### src/rtl/alu_pkg.sv
// Shared encodings for the sequential signed ALU: operation codes and FSM states.
package alu_pkg;

   localparam logic [1:0] OP_ADD = 2'b00;
   localparam logic [1:0] OP_SUB = 2'b01;
   localparam logic [1:0] OP_MUL = 2'b10;
   localparam logic [1:0] OP_DIV = 2'b11;

   typedef enum logic [2:0] {
      IDLE,
      ADDSUB,
      MUL,
      DIV_PREP,
      DIV_ITER,
      FINISH
   } alu_state_t;

endpackage

### src/rtl/alu_div_core.sv
// Unsigned restoring divider on operand magnitudes; one quotient bit per step.
module alu_div_core #(
   parameter int WIDTH = 8
) (
   input  logic             clk,
   input  logic             rst,
   input  logic             load,
   input  logic             step,
   input  logic [WIDTH-1:0] dividend,
   input  logic [WIDTH-1:0] divisor,
   output logic [WIDTH-1:0] rem,
   output logic [WIDTH-1:0] quo
);

   logic [WIDTH:0]   rem_q;
   logic [WIDTH-1:0] dvs_q;
   logic [WIDTH+1:0] r_sh;
   logic [WIDTH+1:0] trial;

   always_comb begin
      r_sh  = {rem_q, quo[WIDTH-1]};
      trial = r_sh - {2'b00, dvs_q};
   end

   // trial's top bit is the borrow: set means the divisor did not fit this step
   always_ff @(posedge clk) begin
      if (rst) begin
         rem_q <= '0;
         quo   <= '0;
         dvs_q <= '0;
      end else if (load) begin
         rem_q <= '0;
         quo   <= dividend;
         dvs_q <= divisor;
      end else if (step) begin
         rem_q <= trial[WIDTH+1] ? r_sh[WIDTH:0] : trial[WIDTH:0];
         quo   <= {quo[WIDTH-2:0], ~trial[WIDTH+1]};
      end
   end

   assign rem = rem_q[WIDTH-1:0];

endmodule

### src/rtl/alu_seq_param.sv
// Multi-cycle signed ALU (add/sub, Booth radix-2 multiply, restoring divide)
// with a start/busy/done handshake and 2*WIDTH-bit results.
module alu_seq_param
   import alu_pkg::*;
#(
   parameter int WIDTH = 8
) (
   input  logic               clk,
   input  logic               rst,
   input  logic               start,
   input  logic [1:0]         op,
   input  logic [WIDTH-1:0]   a,
   input  logic [WIDTH-1:0]   b,
   output logic               busy,
   output logic               done,
   output logic [2*WIDTH-1:0] result,
   output logic               ovf,
   output logic               dbz
);

   localparam int CNT_W = $clog2(WIDTH) + 1;

   alu_state_t state, state_nx;

   logic [1:0]       op_q;
   logic [WIDTH-1:0] a_q, b_q;
   logic [CNT_W-1:0] cnt;
   logic [WIDTH:0]   as_q;
   logic [WIDTH-1:0] acc_a, acc_q;
   logic             q_m1;
   logic [WIDTH-1:0] mag_a, mag_b;
   logic [WIDTH-1:0] div_rem, div_quo;

   logic capture, as_load, mul_init, mul_step, mag_load, div_load, div_step, fin, cnt_run, cnt_last;

   logic [WIDTH:0]     a_ext, b_ext, as_sum, acc_ext, booth_sum;
   logic [WIDTH-1:0]   div_q, div_r;
   logic [2*WIDTH-1:0] fin_res;
   logic               fin_ovf, fin_dbz;

   always_ff @(posedge clk) begin
      if (rst) state <= IDLE;
      else     state <= state_nx;
   end

   always_comb begin
      state_nx = state;
      capture  = 1'b0;
      as_load  = 1'b0;
      mul_init = 1'b0;
      mul_step = 1'b0;
      mag_load = 1'b0;
      div_load = 1'b0;
      div_step = 1'b0;
      fin      = 1'b0;
      cnt_run  = 1'b0;
      cnt_last = (cnt == CNT_W'(WIDTH));
      case (state)
         IDLE: begin
            if (start) begin
               capture = 1'b1;
               case (op)
                  OP_ADD, OP_SUB: state_nx = ADDSUB;
                  OP_MUL:         state_nx = MUL;
                  default:        state_nx = DIV_PREP;
               endcase
            end
         end
         ADDSUB: begin
            as_load  = 1'b1;
            state_nx = FINISH;
         end
         MUL: begin
            cnt_run = 1'b1;
            if (cnt == '0) mul_init = 1'b1;
            else           mul_step = 1'b1;
            if (cnt_last) state_nx = FINISH;
         end
         DIV_PREP: begin
            mag_load = 1'b1;
            state_nx = DIV_ITER;
         end
         DIV_ITER: begin
            cnt_run = 1'b1;
            if (cnt == '0) div_load = 1'b1;
            else           div_step = 1'b1;
            if (cnt_last) state_nx = FINISH;
         end
         FINISH: begin
            fin      = 1'b1;
            state_nx = IDLE;
         end
         default: state_nx = IDLE;
      endcase
   end

   // Booth accumulator keeps only WIDTH bits: after every arithmetic shift its
   // (WIDTH+1)-bit value is the sign extension of those bits.
   always_comb begin
      a_ext   = {a_q[WIDTH-1], a_q};
      b_ext   = {b_q[WIDTH-1], b_q};
      as_sum  = (op_q == OP_SUB) ? (a_ext - b_ext) : (a_ext + b_ext);
      acc_ext = {acc_a[WIDTH-1], acc_a};
      case ({acc_q[0], q_m1})
         2'b01:   booth_sum = acc_ext + a_ext;
         2'b10:   booth_sum = acc_ext - a_ext;
         default: booth_sum = acc_ext;
      endcase

      div_q = (a_q[WIDTH-1] ^ b_q[WIDTH-1]) ? -div_quo : div_quo;
      div_r = a_q[WIDTH-1] ? -div_rem : div_rem;

      fin_res = '0;
      fin_ovf = 1'b0;
      fin_dbz = 1'b0;
      case (op_q)
         OP_ADD, OP_SUB: begin
            fin_res = {{(WIDTH-1){as_q[WIDTH]}}, as_q};
            fin_ovf = as_q[WIDTH] ^ as_q[WIDTH-1];
         end
         OP_MUL: fin_res = {acc_a, acc_q};
         default: begin
            if (b_q == '0) begin
               fin_res = {a_q, {WIDTH{1'b1}}};
               fin_dbz = 1'b1;
            end else begin
               fin_res = {div_r, div_q};
               fin_ovf = (a_q == {1'b1, {(WIDTH-1){1'b0}}}) && (b_q == '1);
            end
         end
      endcase
   end

   always_ff @(posedge clk) begin
      if (rst) begin
         op_q   <= '0;
         a_q    <= '0;
         b_q    <= '0;
         cnt    <= '0;
         as_q   <= '0;
         acc_a  <= '0;
         acc_q  <= '0;
         q_m1   <= 1'b0;
         mag_a  <= '0;
         mag_b  <= '0;
         busy   <= 1'b0;
         done   <= 1'b0;
         result <= '0;
         ovf    <= 1'b0;
         dbz    <= 1'b0;
      end else begin
         if (capture) begin
            op_q <= op;
            a_q  <= a;
            b_q  <= b;
         end
         if (as_load) as_q <= as_sum;
         if (mul_init) begin
            acc_a <= '0;
            acc_q <= b_q;
            q_m1  <= 1'b0;
         end else if (mul_step) begin
            acc_a <= booth_sum[WIDTH:1];
            acc_q <= {booth_sum[0], acc_q[WIDTH-1:1]};
            q_m1  <= acc_q[0];
         end
         if (mag_load) begin
            mag_a <= a_q[WIDTH-1] ? -a_q : a_q;
            mag_b <= b_q[WIDTH-1] ? -b_q : b_q;
         end
         cnt <= cnt_run ? cnt + CNT_W'(1) : '0;
         if (capture)  busy <= 1'b1;
         else if (fin) busy <= 1'b0;
         done <= fin;
         if (fin) begin
            result <= fin_res;
            ovf    <= fin_ovf;
            dbz    <= fin_dbz;
         end
      end
   end

   alu_div_core #(.WIDTH(WIDTH)) u_div (
      .clk      (clk),
      .rst      (rst),
      .load     (div_load),
      .step     (div_step),
      .dividend (mag_a),
      .divisor  (mag_b),
      .rem      (div_rem),
      .quo      (div_quo)
   );

endmodule

### config.mk
export PLATFORM = sky130hd
export DESIGN_NAME = alu_seq_param
export DESIGN_NICKNAME = d
export VERILOG_FILES = /design/src/rtl/alu_pkg.sv /design/src/rtl/alu_div_core.sv /design/src/rtl/alu_seq_param.sv
export SDC_FILE = /design/constraint.sdc
export NUM_CORES = 1
export LEC_CHECK = 0
export BUFFER_PORTS_ARGS = -buffer_cell sky130_fd_sc_hd__buf_2
export CAP_MARGIN = 10
export CORE_MARGIN = 4
export CORE_UTILIZATION = 55
export CTS_CLUSTER_SIZE = 28
export DETAILED_ROUTE_END_ITERATION = 7
export PLACE_DENSITY_LB_ADDON = 0.15
export SKIP_LAST_GASP = 1
export SLEW_MARGIN = 30
export SYNTH_ARGS = -nofsm -noshare
export SYNTH_HDL_FRONTEND = slang
export SYNTH_SLANG_ARGS = --single-unit
### constraint.sdc
create_clock -name clk -period 5.1 [get_ports clk]
set_input_delay 0.765 -clock clk [delete_from_list [all_inputs] [get_ports clk]]
set_output_delay 0.765 -clock clk [all_outputs]
set_load 0.05 [all_outputs]
======== Word level (Yosys, flattened, before mapping) ========
Cells that the tools add are included.
storage, ports and cells
  output and inout bits ................... 20
  flip-flop bits (word level) ............. 112
  bits of input ports ..................... 21
operators by class
  bitwise operators ....................... 4
  $add $sub $neg .......................... 10
  multiplexer cells ....................... 35
  reduce and logical (&&, ||, !) cells .... 19
  equal/unequal tests ..................... 16
operators with widths
  cell                                                  number
  two-way mux 8 bit                                     8
  negation 8 bit                                        4
  one-hot mux 16 bit (2 select lines)                   1
  adder 8 x 8 -> 9 bit                                  2
  two-way mux 9 bit                                     2
  one-hot mux 9 bit (2 select lines)                    1
  subtractor 8 x 8 -> 9 bit                             2
  two-way mux 1 bit                                     17
  equality test 8 bit (second input constant)           2
  two-way mux 16 bit                                    1
  one-hot mux 3 bit (4 select lines)                    1
  OR reduction 2 bit                                    6
  subtractor 10 x 8 -> 10 bit                           1
  zero test 8 bit                                       1
  nonzero test 2 bit                                    4
  equality test 2 x 1 -> 1 bit (second input constant)  3
  equality test 2 bit (second input constant)           3
  equality test 3 x 2 -> 1 bit (second input constant)  2
  equality test 3 bit (second input constant)           2
  two-way mux 3 bit                                     2
  adder 4 x 1 -> 4 bit (second input constant)          1
  equality test 4 bit (second input constant)           1
  zero test 2 bit                                       2
  zero test 4 bit                                       1
  other kinds (11)                                      14

======== Longest topological paths before layout ========
Gate-level depths: netlist (run 1).
  depth after elaboration ................. 5
  mapped depth ............................ 13

======== Modules after synthesis ========
Synthesis (run 1) repeated with hierarchy kept, for this count alone.
second synthesis, totals
  cells, all modules ...................... 854
  area, all modules ....................... 6744.0 µm²
by module, submodules not included
  module         times used  area an instance (µm²)  cells each  sequential area each (µm²)
  alu_seq_param  1           5220.0                  672         1741.7
  alu_div_core   1           1524.0                  182         500.5

======== Worst setup path after synthesis (run 1) ========
No wires, ideal clock.
  path type ............................... reg-to-reg
  start point ............................. register a_q[1]
  end point ............................... register acc_a[7]
  path buffers ............................ 0
  arrival time ............................ 2.692 ns
  library setup time ...................... 0.116 ns
  cell stages (with the launch flop) ...... 13
  period minus slack after synthesis ...... 2.808 ns
  setup slack ............................. 2.292 ns
  cell sequence ........................... dfxtp_1 > or3_1 > or3_1 > nor3_1 > ha_1 > inv_1 > mux2i_1 > ha_1 > or3_1 > o22ai_1 > xor2_1 > a21oi_1 > a31o_2
between the ends
  longest elaborated chain between the ends .. 2
ends and longest elaborated chain
  item                                                                      line                                        source
  start, declared                                                           alu_seq_param.sv:26                         logic [WIDTH-1:0] a_q, b_q;
  start signal, assigned                                                    alu_seq_param.sv:137                        a_q <= '0;
  start signal, assigned                                                    alu_seq_param.sv:154                        a_q <= a;
  subtractor 8 x 8 -> 9 bit / adder 8 x 8 -> 9 bit (equally long branches)  alu_seq_param.sv:106, alu_seq_param.sv:105
  one-hot mux 9 bit (2 select lines) (*)                                    alu_seq_param.sv:104                        case ({acc_q[0], q_m1})
  end signal, assigned                                                      alu_seq_param.sv:163                        acc_a <= booth_sum[WIDTH:1];
  end, declared                                                             alu_seq_param.sv:29                         logic [WIDTH-1:0] acc_a, acc_q;
Every way passes the cells marked *; elsewhere a longest branch is shown, timed or not.
A chain may end at the register's enable or synchronous reset.

======== Worst setup path after layout (run 1) ========
  start point ............................. register a_q[0]
  end point ............................... register acc_a[7]
Same word-level chain as after synthesis.

==> results of run 1 <==
==> power by group through the flow <==
| stage | logic [mW] | registers, mW | clock network [mW] |
|---|---|---|---|
| global placement | 2.13 | 1.27 | 0 |
| detailed placement | 2.17 | 1.28 | 0 |
| CTS | 2.19 | 1.26 | 0.775 |
| floorplan | 1.81 | 1.24 | 0 |
| global route | 2.44 | 1.30 | 0.817 |
| finish | 2.20 | 1.27 | 0.768 |
==> cells by family after synthesis <==
kind of cell	synth area share (%)
and+or+nand+nor	21.2
AOI/OAI and AO/OA	19.7
DFF	33.1
buffers and inverters	6.83
xor gates and xnor gates	6.83
adders and majority gates	7.17
muxes	5.19
==> layout make-up <==
class                   instances  area, um2
repair buffers                 46        248
inverters                      34        128
clock inverters                 6       81.3
multi-input cells             643       4080
fillers                      1110       4810
flip-flops and latches        112       2240
clock buffers                  10        239
well taps                     147        184
==> per-layer routing <==
layer	vias up	wire length [um]	share of wire, %	global-route usage [%]
li1	2950	-	-	-
met1	2830	7910	46	32.8
met2	176	7860	46	38.5
met3	33	1010	5.9	4.99
met4	0	407	2.4	8.76
met5	-	0	0	0
==> tightest hold or removal path: stages, from the launching register on <==
cell and delay (ps):
dfxtp_1 310, nand2_1 50, a21oi_1 50
==> worst paths after layout <==
check,from,end,slack [ps],depth (start not counted)
setup / recovery,a_q[0],acc_a[7],1920,12
hold / removal,mag_b[4],u_div.dvs_q[4],460,2
setup reg to reg,a_q[0],acc_a[7],1920,12
hold reg to reg,mag_b[4],u_div.dvs_q[4],460,2
==> sequential cells by signal, indices dropped and copies added, names as in the netlist <==
register	count
state	3
done	1
u_div.dvs_q	8
q_m1	1
as_q	9
cnt	4
a_q	8
result	16
dbz	1
mag_a	8
op_q	2
acc_q	8
busy	1
mag_b	8
u_div.quo	8
ovf	1
b_q	8
u_div.rem_q	9
acc_a	8
==> metrics by stage <==
step | setup WS, ps | power, mW | area (um2) | hold slack, ps | instances
floorplan | 2290 | 3.05 | 6780 | 430 | 850
global placement | 2150 | 3.40 | 6880 | 440 | 982
detailed placement | 1990 | 3.46 | 6880 | 449 | 982
CTS | 1970 | 4.22 | 7200 | 460 | 998
global route | 1630 | 4.55 | 7200 | 474 | 998
finish | 1920 | 4.24 | 7200 | 458 | 998
==> placed cells by master, fill, tap and decap left out, types with 5 or more instances in the layout <==
cell type,count
ha_1,34
a211oi_1,45
o22ai_1,5
or3_1,12
inv_1,34
nand2_1,92
xnor2_1,32
clkbuf_16,9
a21oi_1,73
nor3_1,18
o21ai_0,34
dfxtp_1,112
buf_4,7
o31ai_1,6
nand3_1,13
o21a_1,9
nor2b_1,15
nand3b_1,8
buf_2,39
mux2i_1,34
xor2_1,19
nand2b_1,6
nor2_1,111
==> results.ini, run 1 <==
[synthesis]
synthCells = 850
ys_ff_latch = 112
synth_warnings = 0
synth_ff_type = dfxtp_1
synth.distinct_cells = 64
syn_area_um2 = 6780
synth_edf_count = 0
synth_common_cells = 112 x dfxtp_1, 111 x nor2_1, 92 x nand2_1
yosysSeqAreaShare_pct = 33.1
synthTopCellsByArea = dfxtp_1 33%, ha_1 6.3%, nor2_1 6.1%
synth_fp_nets = 908
yosys.area.top_type = dfxtp_1
postSynthAreaPerCell_um2 = 7.97
yosys.cell_count.top_type = dfxtp_1
synth-async-reset-ratio_pct = 0
netlist.area_leader.share_pct = 33.1

[drt]
drtAntennaViolNets = 0
viasPerCell = 6.00
route.detailed.drc = 0
vias = 5989
drtIter0Drc = 380
wl_per_cell_um = 17.2
drtPass1Iterations = 5
drt_wl_total_um = 17200

[die]
die_area_um2 = 14200
initial_core_util_pct = 56.4
die-height_um = 119
ios = 41
die_w_um = 119
core_um2 = 12000
fp-row-count = 40

[pwr]
seqPwrFrac_pct = 30.0
power_density_nw_per_um2 = 589
clockPowerShare_pct = 18.1
p_switching_mw = 1.92
switching_share_pct = 45.2
p_leak_nw = 2.71
ir_drop_uv = 312
internal_power_mw = 2.32
comb_power_share_pct = 51.9

[outcome]
status = finished clean

[sta]
fmax_mhz = 315
setup_viol = 0
min_period_ps = 3180
min_period_over_period_pct = 62.3
skew_ps = 9.60
slew_viol_final = 0
tns_ps = 0
rsz0062_at_grt = no
worst_slew_pin_slew_ps = 858
slew_headroom_pct = 42.8
hold_viol = 0

[clock_tree]
cts_sinks = 112
clk_latency_ps = 360
cts_root_buf = clkbuf_16
cts_tree = yes
cts_max_level = 3
ctsResizeCount = 0
cts_hold_buf = 0
cts_buffer_depth = 2
numCtsBuffers = 9
clk_pin_slew_worst_paths_ps = 80
cts_setup_buffers = 0

[global_routing]
grt-ovfl-total = 0
antenna_found_initial = 0
grt_first_pass_wirelength_um = 28000
grt_use_total_pct = 24.3
first_global_vias = 5593
grt_max_degree = 74

[final_layout]
area_growth_pct = 6.24
final_util_pct = 59.9
nNetsFinal = 904
drive_gt1_share_pct = 9.17
n_antenna_cell = 0

[setup_path]
crit_required_ps = 5350
worst_path_largest_cell_delay_ps = 520
cp_cell_sequence = inv_1 -> ha_1 -> nor3b_1 -> nor3b_1 -> nor2_1 -> xnor2_1 -> ha_1 -> o21a_1 -> o22ai_1 -> xor2_1 -> a21oi_1 -> a31o_2
critical-path-top-delay-family = simple AND/OR/NAND/NOR gates
cp_data_arrival_time_ps = 3430
critPathMaxFanout = 5
slowest_stage = nor3b_1
crit_type = reg -> reg
critPathBufInv = 1
setup.worst_path.end_class = flop
start_kind = flop

[placement]
gp_congestion = 0.913
place.detailed.hpwl_um = 12600
portBuffers = 40

[flow_run]
maxCapViolCount = 0

[worst_hold_path]
hold_path_class = reg -> reg

Note: power is estimated with default switching activity, not from simulation.
==> run 2, diff against run 1 <==
--- a/config.mk
+++ b/config.mk
@@ -5,6 +5,7 @@
 export SDC_FILE = /design/constraint.sdc
 export NUM_CORES = 1
 export LEC_CHECK = 0
+export ABC_AREA = 1
 export BUFFER_PORTS_ARGS = -buffer_cell sky130_fd_sc_hd__buf_2
 export CAP_MARGIN = 10
 export CORE_MARGIN = 4
==> constraint.sdc (replaced) <==
create_clock -name clk -period 2.7 [get_ports clk]
set_input_delay 0.405 -clock clk [delete_from_list [all_inputs] [get_ports clk]]
set_output_delay 0.405 -clock clk [all_outputs]
set_load 0.05 [all_outputs]
==> run 2 against run 1 <==
First-iteration DRC count grew 47%. Routed wire length is 6.2% higher. Via count up 9.0%. Total power is 95% higher. Area after synthesis fell by 1.6%. Register-to-register slack got worse by 1700 ps. Clock skew rose by 2.0 ps. Clock power up 73%. Core utilization grew 3.2 points. Hold slack worse by 140 ps. Synthesized cell count up 12%. Highest routed layer unchanged.
==> results.ini, run 2 <==
[clock_tree]
numCtsBuffers = 9
cts_tree = yes
cts_max_level = 3
cts_root_buf = clkbuf_16
clk_pin_slew_worst_paths_ps = 80
clk_latency_ps = 360
cts_buffer_depth = 2
cts_sinks = 112

[synthesis]
syn_area_um2 = 6660
netlist.area_leader.share_pct = 33.6
yosysSeqAreaShare_pct = 33.6
synth.distinct_cells = 45
synth-async-reset-ratio_pct = 0
synth_edf_count = 0
synthTopCellsByArea = dfxtp_1 34%, a21oi_1 9.0%, o21ai_0 8.5%
ys_ff_latch = 112
synth_ff_type = dfxtp_1
yosys.cell_count.top_type = nand2_1
synth_fp_nets = 1013
postSynthAreaPerCell_um2 = 6.98
synth_common_cells = 148 x nand2_1, 128 x inv_1, 120 x a21oi_1
yosys.area.top_type = dfxtp_1
synthCells = 955
synth_warnings = 0

[final_layout]
drive_gt1_share_pct = 11.4
nNetsFinal = 1051
n_antenna_cell = 0
top_register = result
layout_common_cells = 148 x nand2_1, 123 x inv_1, 120 x a21oi_1, 112 x o21ai_0, 111 x dfxtp_1
largest_register_ffs = 16
final_common_cell = nand2_1
largest_registers = result: 16 flops, as_q: 9 flops, u_div.rem_q: 9 flops
area_growth_pct = 10.0
fillCellCount = 1107

[worst_hold_path]
hold_path_class = in -> reg

[global_routing]
first_global_vias = 5888
grt-ovfl-total = 0
grt_use_total_pct = 26.6
antenna_found_initial = 0
grt_max_degree = 39
grt_first_pass_wirelength_um = 30100

[setup_path]
crit_required_ps = 2950
slowest_stage = dfxtp_1
crit_type = reg -> reg
setup.worst_path.end_class = flop
critPathMaxFanout = 5
critical-path-top-delay-family = compound AO/OA/AOI/OAI gates
cp_cell_sequence = inv_2 -> ha_1 -> nand4_1 -> nor2_1 -> inv_1 -> nand2_1 -> nand2_1 -> o21ai_0 -> ha_1 -> a21oi_1 -> a21boi_0 -> a21oi_1 -> o21ai_0 -> a21boi_1
worst_path_largest_cell_delay_ps = 420
start_kind = flop
cp_data_arrival_time_ps = 2730
critPathBufInv = 2

[pwr]
total_power_mw = 8.26
p_leak_nw = 3.42
power_density_nw_per_um2 = 1130
ir_drop_uv = 676

[die]
core_um2 = 11600
ios = 41
die_w_um = 118
fp-row-count = 39
die-height_um = 118
die_area_um2 = 13900
initial_core_util_pct = 57.4

[drt]
wl_per_cell_um = 16.0
vias = 6529
drt_wl_total_um = 18300
drtAntennaViolNets = 0
route.detailed.drc = 0
drtPass1Iterations = 7
viasPerCell = 5.73
drtIter0Drc = 559

[sta]
hold_viol = 0
worst_slew_pin_slew_ps = 631
min_period_ps = 2480
skew_ps = 11.6
slew_viol_final = 0
rsz0062_at_grt = yes
whs_ps = 321
setup_viol = 0
fmax_mhz = 403
slew_headroom_pct = 57.8
min_period_over_period_pct = 91.8

[placement]
place.detailed.hpwl_um = 14000
portBuffers = 40
gp_congestion = 0.967

[outcome]
status = finished clean

[flow_run]
maxCapViolCount = 0

run 2: cell count changes after synthesis, moves of 24 or more:
cell / previous run / this run
inv_1: 34 / 128
o21ai_0: 34 / 113
nand3_1: 13 / 70
nand2_1: 92 / 148
nor2_1: 111 / 58
a21oi_1: 73 / 120
a211oi_1: 45 / 0
mux2i_1: 34 / 0
xnor2_1: 32 / 8
run 2: final timing paths:
kind | start | endpoint | slack [ps] | cells past startpoint
setup / recovery | a_q[1] | acc_a[6] | 220 | 14
hold / removal | op[0] | op_q[0] | 320 | 3
setup reg to reg | a_q[1] | acc_a[6] | 220 | 14
hold reg to reg | mag_b[6] | mag_b[6] | 480 | 2
run 2: through the flow:
step | setup slack, ps | utilization, % | cell area, um2 | TNS [ps] | instances
2_1_floorplan | 482 | - | 6660 | 0 | 955
3_3_place_gp | 292 | 60.5 | 7030 | 0 | 1124
3_5_place_dp | 197 | 60.5 | 7030 | 0 | 1124
4_1_cts | 169 | 63.0 | 7320 | 0 | 1139
5_1_grt | -12.4 | 63.1 | 7330 | -12.4 | 1140
6_report | 220 | 63.1 | 7330 | 0 | 1140
run 2: area by class of cell:
class                      count  area (um2)  area share [%]
sequential                   112        2240            30.6
inverter                     138         518            7.07
tap                          143         179            2.44
timing repair buffer          62         365            4.98
clock inverter                 5        46.3           0.632
multi-input combinational    670        3740            51.0
clock buffer                  10         239            3.26
run 2: kinds of logic (layout without fill, tap and decap cells):
group                      Yosys count  count (layout)  synth area share, %
and+or+nand+nor                    315             315                 21.3
DFF                                112             112                 33.6
AOI/OAI and AO/OA                  288             288                 23.5
xor gates and xnor gates            30              30                 3.94
buffers and inverters              173             215                 10.3
adders and majority gates           37              37                 7.29
run 2: worst min-delay path: stages:
cell and delay [ps]:
buf_2 100, nand3_1 70, a21oi_1 60
run 2: layer usage:
layer,vias to the layer above,part of all wire [%],GRT usage (%)
li1,3288,-,-
met1,3001,46,37.3
met2,209,45,41.7
met3,31,6.3,4.81
met4,0,2.5,8.13
met5,-,0,0
run 2: where the power goes:
part / switching, mW / leakage, nW / internal [mW]
combinational: 3.09 / 2.36 / 1.61
sequential: 0.266 / 0.911 / 1.97
clock: 0.659 / 0.142 / 0.667
total: 4.01 / 3.42 / 4.25
run 2: repair_timing:
| action | CTS | global route |
|---|---|---|
| hold buffers | 0 | 0 |
| setup buffers | 0 | 1 |
| resized for setup | 0 | 7 |
| setup endpoints to repair | 0 | 3 |
==> run 3, diff against run 2 <==
--- a/config.mk
+++ b/config.mk
@@ -8,6 +8,7 @@
 export ABC_AREA = 1
 export BUFFER_PORTS_ARGS = -buffer_cell sky130_fd_sc_hd__buf_2
 export CAP_MARGIN = 10
+export CORE_ASPECT_RATIO = 0.75
 export CORE_MARGIN = 4
 export CORE_UTILIZATION = 55
 export CTS_CLUSTER_SIZE = 28
==> constraint.sdc (replaced) <==
create_clock -name clk -period 2.3 [get_ports clk]
set_input_delay 0.345 -clock clk [delete_from_list [all_inputs] [get_ports clk]]
set_output_delay 0.345 -clock clk [all_outputs]
set_load 0.05 [all_outputs]
==> run 3 against run 2 <==
The run now ends with negative setup slack left. First-iteration DRC count rose by 10%. Maximum frequency up 3.3%. Routed wire length up 9.3%. Combinational power grew 52%. Highest routed layer unchanged.
==> results.ini, run 3 (synthesized netlist as in run 2, its figures left out) <==
[placement]
portBuffers = 40
place_area_um2 = 7380
gp_congestion = 0.920
place.detailed.hpwl_um = 14700

[sta]
setup_viol = 2
tns_ps = -112
slew_headroom_pct = 52.2
min_period_over_period_pct = 104
hold_viol = 0
rsz0062_at_grt = yes
slew_viol_final = 0
setup_slack_ps = -101
skew_ps = 16.2
fmax_mhz = 416
worst_slew_pin_slew_ps = 714
min_period_ps = 2400

[worst_hold_path]
whs_path_depth = 3
hold_path_class = in -> reg
worstHoldStart = b[1]

[drt]
route.detailed.drc = 0
viasPerCell = 5.61
drtPass1Iterations = 6
drtIter0Drc = 615
wl_met1_um = 9430
drtAntennaViolNets = 0
vias = 6818
wl_per_cell_um = 16.4
met3_length_um = 1760
dr.max_layer_used = met4
wl_met2_um = 8410
drt_wl_total_um = 20000

[clock_tree]
numCtsBuffers = 9
cts_sinks = 112
cts_max_level = 3
cts_root_buf = clkbuf_16
cts_tree = yes
clk_pin_slew_worst_paths_ps = 80
clk_latency_ps = 360
cts_buffer_depth = 2

[global_routing]
grt_use_total_pct = 28.4
grt_max_degree = 49
first_global_vias = 6060
antenna_found_initial = 0
grt_first_pass_wirelength_um = 31400
grt-ovfl-total = 0

[final_layout]
area_growth_pct = 21.0
largest_register_ffs = 16
finalInstanceArea_um2 = 8060
layout_common_cells = 143 x nand2_1, 119 x inv_1, 113 x a21oi_1, 105 x o21ai_0, 105 x dfxtp_1
nNetsFinal = 1106
top_register = result
drive_gt1_share_pct = 20.6
fillCellCount = 1032
n_antenna_cell = 0
final_common_cell = nand2_1
largest_registers = result: 16 flops, as_q: 9 flops, u_div.rem_q: 9 flops

[pwr]
internal_power_mw = 6.10
switching_share_pct = 46.8
power_density_nw_per_um2 = 1420
ir_drop_uv = 807
p_leak_nw = 3.74
p_switching_mw = 5.36
seqPwrFrac_pct = 23.1
clockPowerShare_pct = 14.6
comb_power_share_pct = 62.3

[die]
initial_core_util_pct = 56.8
fp-row-count = 34
core_um2 = 11700
ios = 41
die_w_um = 135
die-height_um = 103
die_area_um2 = 14000

[setup_path]
start_kind = flop
crit_type = reg -> reg
cp_data_arrival_time_ps = 2660
startpoint = b_q[1]
setup.worst_path.end_class = flop
r2r_start = b_q[1]
crit_required_ps = 2560
r2r_cells = 15
critPathMaxFanout = 6

[outcome]
failed_checks = negative setup slack
status = complete, but fails checks

[flow_run]
maxCapViolCount = 0

-- run 3: cell types whose count changed in the layout (fill, tap and decap cells not counted), sizes merged --
cell and change:
buf +55, clkinv +2, bufinv +1, clkbuf -1
inv -1
-- run 3: through the flow --
step           worst slack (ps)  hold WS (ps)  std cells  utilization, %  total power, mW
6_report                   -101           254       1215            68.7             11.5
5_1_grt                    -226           262       1215            68.7             12.4
4_1_cts                    1.78           255       1204            65.8             10.5
3_5_place_dp              -89.6           456       1186            62.8             8.73
3_3_place_gp              -24.0           446       1186            62.8             8.62
2_1_floorplan              81.7           429        955               -             6.79
-- run 3: final timing paths --
path / to / slack, ps
setup / recovery: as_q[8] / -100
hold / removal: b_q[1] / 250
setup reg to reg: as_q[8] / -100
hold reg to reg: mag_b[6] / 470
-- run 3: final cells by class --
type	count	area (um2)	share of cell area [%]
multi-input combinational	670	3980	49.4
sequential	112	2250	27.9
timing repair buffer	117	778	9.65
inverter	138	528	6.55
clock buffer	9	225	2.79
tap	162	203	2.51
clock inverter	7	95.1	1.18
-- run 3: worst max-delay path: stages, from the launching register on --
cell     delay, ps
dfxtp_2        340
inv_4           90
ha_4           160
nand3_4        100
nor2_4         110
nand2_1         70
xor2_1         240
a21oi_2         90
ha_1           380
nand2_1        110
o21ai_1        220
a21oi_1         90
nand3_1         80
nand2_1         50
o21ai_1        130
inv_1           40
-- run 3: per-layer routing --
metal / vias up / track usage (%)
li1: 3393 / -
met1: 3134 / 42.5
met2: 261 / 42.6
met3: 30 / 4.69
met4: 0 / 7.75
met5: - / 0
-- run 3: timing repair --
action / CTS / global route
pin swaps: 3 / 31
hold buffers: 0 / 0
setup buffers: 2 / 11
gates resized for setup: 10 / 64
setup endpoints to repair: 3 / 9
endpoints found under the hold margin: 0 / 0
-- run 3: power by group through the flow --
stage                     clock, mW  combinational (mW)  sequential, mW
after floorplan                   0                4.05            2.74
after global placement            0                6.00            2.62
after detailed placement          0                6.09            2.63
after CTS                      1.69                6.21            2.60
after global routing           1.77                7.91            2.68
final                          1.67                7.14            2.65
